<file path="config.mk">
export PLATFORM = sky130hd
export DESIGN_NAME = red_k_arbiter
export DESIGN_NICKNAME = d
export VERILOG_FILES = /design/src/rtl/red_k_arbiter.sv
export SDC_FILE = /design/constraint.sdc
export NUM_CORES = 1
export LEC_CHECK = 0
export CAP_MARGIN = 0
export CORE_MARGIN = 1.5
export CORE_UTILIZATION = 65
export DETAILED_ROUTE_END_ITERATION = 8
export GPL_TIMING_DRIVEN = 0
export MAX_ROUTING_LAYER = met4
export PLACE_DENSITY = 0.89
export SKIP_CTS_REPAIR_TIMING = 1
export SYNTH_ARGS = -nofsm -noshare
export SYNTH_HDL_FRONTEND = slang
export SYNTH_SLANG_ARGS = --single-unit
</file>
<file path="constraint.sdc">
create_clock -name clk_i -period 17.55 [get_ports clk_i]
set_input_delay 3.51 -clock clk_i [delete_from_list [all_inputs] [get_ports clk_i]]
set_output_delay 3.51 -clock clk_i [all_outputs]
set_load 0.01 [all_outputs]
</file>
<file path="src/rtl/red_k_arbiter.sv">
// Round-robin arbiter sharing one (a*b) mod 3329 multiply/Barrett-reduce pipeline among N_REQ clients.
// Optional stall counter on perf_stall_o is built when RED_K_ARB_PERF_EN is defined.
module red_k_arbiter #(
    parameter  int N_REQ = 4,
    localparam int ID_W  = $clog2(N_REQ)
) (
    input  logic                clk_i,
    input  logic                rst_ni,
    input  logic [N_REQ-1:0]    req_valid_i,
    input  logic [N_REQ*12-1:0] req_a_i,
    input  logic [N_REQ*12-1:0] req_b_i,
    output logic [N_REQ-1:0]    req_ready_o,
    output logic                res_valid_o,
    input  logic                res_ready_i,
    output logic [11:0]         res_data_o,
    output logic [ID_W-1:0]     res_id_o,
    output logic [15:0]         perf_stall_o
);

    // Barrett reduction by 3329 with m = floor(2^24/3329); the quotient estimate is short by at most one.
    function automatic logic [11:0] red_k(input logic [23:0] x);
        logic [36:0] t;
        logic [12:0] q;
        logic [24:0] qm;
        logic [13:0] r;
        t  = {13'd0, x} * 37'd5039;
        q  = 13'(t >> 24);
        qm = 25'(q) * 25'd3329;
        r  = 14'({1'b0, x} - qm);
        if (r >= 14'd3329) begin
            r = r - 14'd3329;
        end
        return 12'(r);
    endfunction

    logic                r_vld_p1;
    logic [23:0]         r_prod_p1;
    logic [ID_W-1:0]     r_id_p1;
    logic                r_vld_p2;
    logic [11:0]         r_res_p2;
    logic [ID_W-1:0]     r_id_p2;
    logic [ID_W-1:0]     r_rr_ptr;

    logic                w_adv1;
    logic                w_adv2;
    logic                w_accept;
    logic                w_found;
    logic [ID_W-1:0]     w_gnt_id;
    logic [N_REQ-1:0]    w_gnt_oh;
    logic [11:0]         w_a;
    logic [11:0]         w_b;

    assign w_adv2   = !r_vld_p2 | res_ready_i;
    assign w_adv1   = !r_vld_p1 | w_adv2;
    assign w_accept = w_adv1 & w_found;

    // Search begins one past the last winner so every requester gets a turn.
    always_comb begin
        logic [ID_W-1:0] idx;
        w_found  = 1'b0;
        w_gnt_id = '0;
        idx      = '0;
        for (int i = 1; i <= N_REQ; i++) begin
            idx = ID_W'((int'(r_rr_ptr) + i) % N_REQ);
            if (!w_found && req_valid_i[idx]) begin
                w_found  = 1'b1;
                w_gnt_id = idx;
            end
        end
    end

    always_comb begin
        w_gnt_oh = '0;
        w_a      = '0;
        w_b      = '0;
        if (w_accept) begin
            w_gnt_oh[w_gnt_id] = 1'b1;
        end
        for (int i = 0; i < N_REQ; i++) begin
            if (w_gnt_id == ID_W'(i)) begin
                w_a = req_a_i[12*i +: 12];
                w_b = req_b_i[12*i +: 12];
            end
        end
    end

    assign req_ready_o = w_gnt_oh;

    // Stage 1: multiply the granted operands
    always_ff @(posedge clk_i or negedge rst_ni) begin
        if (!rst_ni) begin
            r_vld_p1  <= 1'b0;
            r_prod_p1 <= '0;
            r_id_p1   <= '0;
            r_rr_ptr  <= ID_W'(N_REQ - 1);
        end else if (w_adv1) begin
            r_vld_p1  <= w_accept;
            r_prod_p1 <= {12'd0, w_a} * {12'd0, w_b};
            r_id_p1   <= w_gnt_id;
            if (w_accept) begin
                r_rr_ptr <= w_gnt_id;
            end
        end
    end

    // Stage 2: reduce and hold the result for the consumer
    always_ff @(posedge clk_i or negedge rst_ni) begin
        if (!rst_ni) begin
            r_vld_p2 <= 1'b0;
            r_res_p2 <= '0;
            r_id_p2  <= '0;
        end else if (w_adv2) begin
            r_vld_p2 <= r_vld_p1;
            r_res_p2 <= red_k(r_prod_p1);
            r_id_p2  <= r_id_p1;
        end
    end

    assign res_valid_o = r_vld_p2;
    assign res_data_o  = r_res_p2;
    assign res_id_o    = r_id_p2;

`ifdef RED_K_ARB_PERF_EN
    function automatic logic [15:0] sat_inc16(input logic [15:0] v);
        return (v == 16'hFFFF) ? v : v + 16'd1;
    endfunction

    logic [15:0] r_stall_cnt;

    always_ff @(posedge clk_i or negedge rst_ni) begin
        if (!rst_ni) begin
            r_stall_cnt <= '0;
        end else if (r_vld_p2 && !res_ready_i) begin
            r_stall_cnt <= sat_inc16(r_stall_cnt);
        end
    end

    assign perf_stall_o = r_stall_cnt;
`else
    assign perf_stall_o = '0;
`endif

endmodule

</file>
After elaboration in Yosys (flattened, before gate mapping)

Cells that the tools add are included.

$add $sub $neg: 6
Multiply operators: 3
Div/mod/pow operators: 0
Magnitude comparators: 7
Equal/unequal tests: 3
Shifts and indexed selects: 0
Multiplexer cells: 28
Bitwise logic cells: 3
Reductions and logical operators: 11

Operators with widths:

| cell                   | number |
|---|---|
| $mux 12                | 9 |
| $mul 24x13->37 const B | 1 |
| $mul 12x12->24         | 1 |
| $lt 2x3->1 const B     | 5 |
| $ge 14x12->1 const B   | 1 |
| $mul 13x12->14 const B | 1 |
| $sub 14x14->14         | 1 |
| $sub 12x12->12 const B | 1 |
| $mux 1                 | 9 |
| $bmux 1 s2             | 4 |
| $mux 2                 | 4 |
| $logic_not 1->1        | 5 |
| $add 2x1->2 const B    | 2 |
| $add 2x2->2 const B    | 2 |
| $eq 2x2->1 const B     | 2 |
| $logic_and 1x1->1      | 4 |
| $mux 4                 | 1 |
| $demux 1 s2            | 1 |
| $eq 2x1->1 const B     | 1 |
| $ge 2x1->1 const B     | 1 |
| $logic_not 2->1        | 1 |
| $or 1x1->1             | 2 |
| $reduce_and 2->1       | 1 |
| $and 1x1->1            | 1 |

Register bits: 44
Bits in latches: 0
Memory bits (writable): 0
Memory bits (read-only): 0
Input port bits: 103
Word-level logic and storage cells: 68
Memories: 0

Logic depth before layout (Yosys ltp)

Depth in word-level cells: 19
Gate-level depth with buffers: 42
Depth with buffers taken out: 41

Worst setup path after synthesis

No wires, ideal clock.

Kind: input-to-reg
Start point: input req_valid_i[0]
End point: register r_prod_p1[21]
Arrival: 10.080 ns
Path slack: 7.374 ns
Stages: 29
Buffers on the path: 3
Cells stage by stage: nor2_1 -> a21oi_1 -> a21oi_1 -> clkbuf_1 -> buf_1 -> mux2i_1 -> a21oi_1 -> clkbuf_1 -> nand2_1 -> fa_1 -> inv_1 -> ha_1 -> fa_1 -> inv_1 -> fa_1 -> fa_1 -> inv_1 -> ha_1 -> inv_1 -> o21ai_0 -> a21oi_1 -> nand2b_1 -> a21boi_0 -> o31a_1 -> o41ai_1 -> o21a_1 -> a21boi_1 -> o21a_1 -> o31ai_1

Cells in the longest elaborated chain, start to end: 18

RTL lines:

| what                         | line | source |
|---|---|---|
| start, declared              | 9    | `input logic [N_REQ-1:0] req_valid_i,` |
| $bmux 1 s2                   | 65   | `if (!w_found && req_valid_i[idx]) begin` |
| $mux 1 (implied by the code) | 65   |  |
| $mux 1                       | 65   |  |
| $logic_not 1->1              | 65   |  |
| $logic_and 1x1->1            | 65   |  |
| $mux 1                       | 65   |  |
| $logic_not 1->1              | 65   |  |
| $logic_and 1x1->1            | 65   |  |
| $mux 1                       | 65   |  |
| $logic_not 1->1              | 65   |  |
| $logic_and 1x1->1            | 65   |  |
| $mux 2 (*)                   | 65   |  |
| $logic_not 2->1              | 80   | `if (w_gnt_id == ID_W'(i)) begin` |
| $mux 12 (4 in series)        | 80   |  |
| $mul 12x12->24 (*)           | 98   | `r_prod_p1 <= {12'd0, w_a} * {12'd0, w_b};` |
| end signal, assigned         | 98   |  |
| end, declared                | 37   | `logic [23:0] r_prod_p1;` |

Every way passes the cells marked *; elsewhere a longest branch is shown, timed or not. The select of a mux whose other input is x is not followed.
A chain may end at the register's enable or synchronous reset.

Worst setup path after layout

Start point: input req_valid_i[0]
End point: register r_prod_p1[19]

The elaborated chain is that of the path after synthesis.

==> impl_metrics.csv <==
group,metric,value,unit
outcome,status,"finished, final reports clean",
run,maxCapViolCount,0,
hold_path,hold_path_startpoint,"res_id_o[1]",
global_route,grt_max_degree,43,
worst_setup_path,path_max_fanout,10,
floorplan,fp-row-count,53,
worst_setup_path,r2r-start,"r_prod_p1[22]",
global_route,grt_overflow_total,0,
timing,slew_headroom,28.6,%
layout,area_growth,12.9,%
clock_network,ctsLongestPathBuffers,2,
floorplan,ios,138,
layout,layout_commonest_cell,"inv_1",
synthesis,ys_ff_latch,44,
placement,post_dp_cell_area,0.0156,mm2
hold_path,min_to,"res_id_o[1]",
clock_network,cts.clk_slew.worst_paths,60,ps
synthesis,yosys_warnings,0,
route,first_iter_violations,542,
synthesis,synth_async_sr_flop_share,100,%
floorplan,die_w,150,um
clock_network,clockRootBuffer,"clkbuf_16",
layout,diodes,0,
worst_setup_path,r2r_end,"res_data_o[5]",
clock_network,clock_latency,290,ps
timing,fmax,0.0810,GHz
layout,instances_no_fill,1962,
clock_network,htree_levels,2,
placement,dpl.cell_count,1954,
timing,grt_setup_unrepaired,"no",
layout,most-common-layout-cells,"inv_1 (328), fa_1 (235), ha_1 (226)",
worst_setup_path,cpPeakStageDelay,860,ps
synthesis,synth-main-ff-cell,"dfrtp_1",
timing,fin_setup_tns,0,ps
worst_setup_path,path_class,"in2reg",
worst_setup_path,r2r_slack,6700,ps
worst_setup_path,cp-startpoint,"req_valid_i[0]",
worst_setup_path,critPathMostFrequentCell,"a21oi_1",
synthesis,ys_types,62,
worst_setup_path,reg2regPathDepth,38,
placement,place_congestion,0.959,
route,dr.pass1.iters,5,
clock_network,cts_tree,"yes",
worst_setup_path,start_kind,"primary input",
global_route,grt_antenna_before_repair,0,
hold_path,min_path_type,"reg2reg",
synthesis,syn_area,0.0140,mm2
worst_setup_path,cp_slowest_cell,"o41ai_1",
route,via_per_inst,5.73,
timing,timing.final.crit_period,12350,ps
route,drc,0,
route,wl_per_cell,17.8,um
floorplan,core,0.0211,mm2
synthesis,syn_inst,1542,
floorplan,dieArea,0.0224,mm2
placement,numPortBuffers,121,
floorplan,start_util,66.4,%
clock_network,clkSinkCount,44,
placement,hpwlAfterDp,30400,um
synthesis,synth_area_per_cell,9.08,um2
timing,finalCritPeriodShare,70.3,%
hold_path,worstHoldPathCells,2,
synthesis,yosysSeqAreaShare,7.88,%
synthesis,synth-edff-count,0,
clock_network,cts_buffers,5,
floorplan,die_h,150,um
route,vias,11200,
global_route,grt_pass1_wl,56200,um
global_route,grt_pass1_vias,12100,
worst_setup_path,cp_data_arrival_time,12470,ps
timing,slew_violations,0,
layout,final_nets,2250,
route,antenna_left,0,
timing,hold_violations,0,
layout,drive_gt1_share,2.37,%
timing,worstMarginPinSlew,1060,ps
worst_setup_path,required,17670,ps
worst_setup_path,end_kind,"flip-flop",
global_route,track_usage,33.3,%
timing,finalClockSkew,10.6,ps
timing,finalSetupViolCount,0,
layout,stdcell_area,0.0158,mm2
route,wl,34800,um
## how the worst max path moves through the flow
stage / to / slack [ps] / cells past startpoint
2_1_floorplan: r_prod_p1[21] / 7370 / 29
3_3_place_gp: r_prod_p1[21] / 5290 / 30
3_5_place_dp: r_prod_p1[21] / 5090 / 30
4_1_cts: r_prod_p1[19] / 5270 / 30
5_1_grt: r_prod_p1[19] / 4720 / 32
6_report: r_prod_p1[19] / 5200 / 30
## flip-flops by register name, indices dropped and copies added, names as in the netlist
name,flops
r_prod_p1,24
r_rr_ptr,2
res_id_o,2
r_id_p1,2
r_vld_p1,1
res_data_o,12
res_valid_o,1
## cell usage after synthesis, types with 2 or more instances
master    count  area (um2)
and3b_1       2        17.5
nand2_1     156         586
mux2i_1      30         300
a211oi_1     24         180
o21a_1        7        52.6
o22ai_1       2        12.5
nor4_1        2        12.5
o21ai_0      28         140
nand2b_1     10        62.6
a31oi_1       5        31.3
a21oi_1      69         345
dfrtp_1      42        1050
buf_4        17         128
a21o_1       20         150
inv_1       328        1230
xor2_1       25         219
buf_1         2        7.51
dfstp_2       2        52.6
nand3b_1      2        15.0
nand3_1      22         110
and2_1       19         119
o21ai_1      14        70.1
and3_1       27         169
ha_1        226        2830
o211ai_1      5        37.5
a21boi_0      3        22.5
or4_1         2        15.0
nor3_1       12        60.1
o21bai_1      5        37.5
xnor2_1      38         333
nor2_1       56         210
or3_1         4        25.0
nand4_1       5        31.3
fa_1        235        4700
nor2b_1      25         156
o31ai_1       6        45.0
clkbuf_1     40         150
## area by class of cell
class                      count  area [um2]
buffer                        60         290
clock buffer                   6         139
clock inverter                 2        38.8
fill                        1490        5290
inverter                     328        1230
multi-input combinational   1125       11400
sequential                    44        1100
tap                          275         344
timing repair buffer         122        1230
## through the flow
| stage | setup slack [ps] | util [%] | hold slack, ps |
|---|---|---|---|
| CTS | 5270 | 74.9 | 472 |
| detailed placement | 5090 | 74.1 | 458 |
| floorplan | 7370 | - | 447 |
| global route | 4720 | 74.9 | 522 |
| finish | 5200 | 74.9 | 469 |
| global placement | 5290 | 74.0 | 450 |
## worst max-delay path: cells and delay by family
family	cells	cell delay (ps)
XOR/XNOR	1	250
AND/OR/NAND/NOR	3	470
AO/OA/AOI/OAI	11	3290
multiplexers	1	180
buffers and inverters	8	2280
adder cells (fa/ha/maj)	6	2460
## cells by family after synthesis
family                   share of synthesized area (%)
other                                           0.0268
XOR/XNOR                                          4.22
adder cells (fa/ha/maj)                           53.8
flip-flops                                        7.88
AO/OA/AOI/OAI                                     9.27
AND/OR/NAND/NOR                                   11.7
multiplexers                                      2.23
buffers and inverters                             10.9
## metal layers
layer / track usage (%) / part of all wire [%] / wire (um) / up-vias
li1: - / - / - / 5152
met1: 35.0 / 37 / 12800 / 5472
met2: 61.7 / 52 / 18100 / 457
met3: 2.65 / 5.1 / 1780 / 153
met4: 18.5 / 6.0 / 2100 / 0
met5: - / 0 / 0 / -
Power is not shown: default switching activity piles up to over one toggle a cycle in this logic, so the estimate is an artifact.
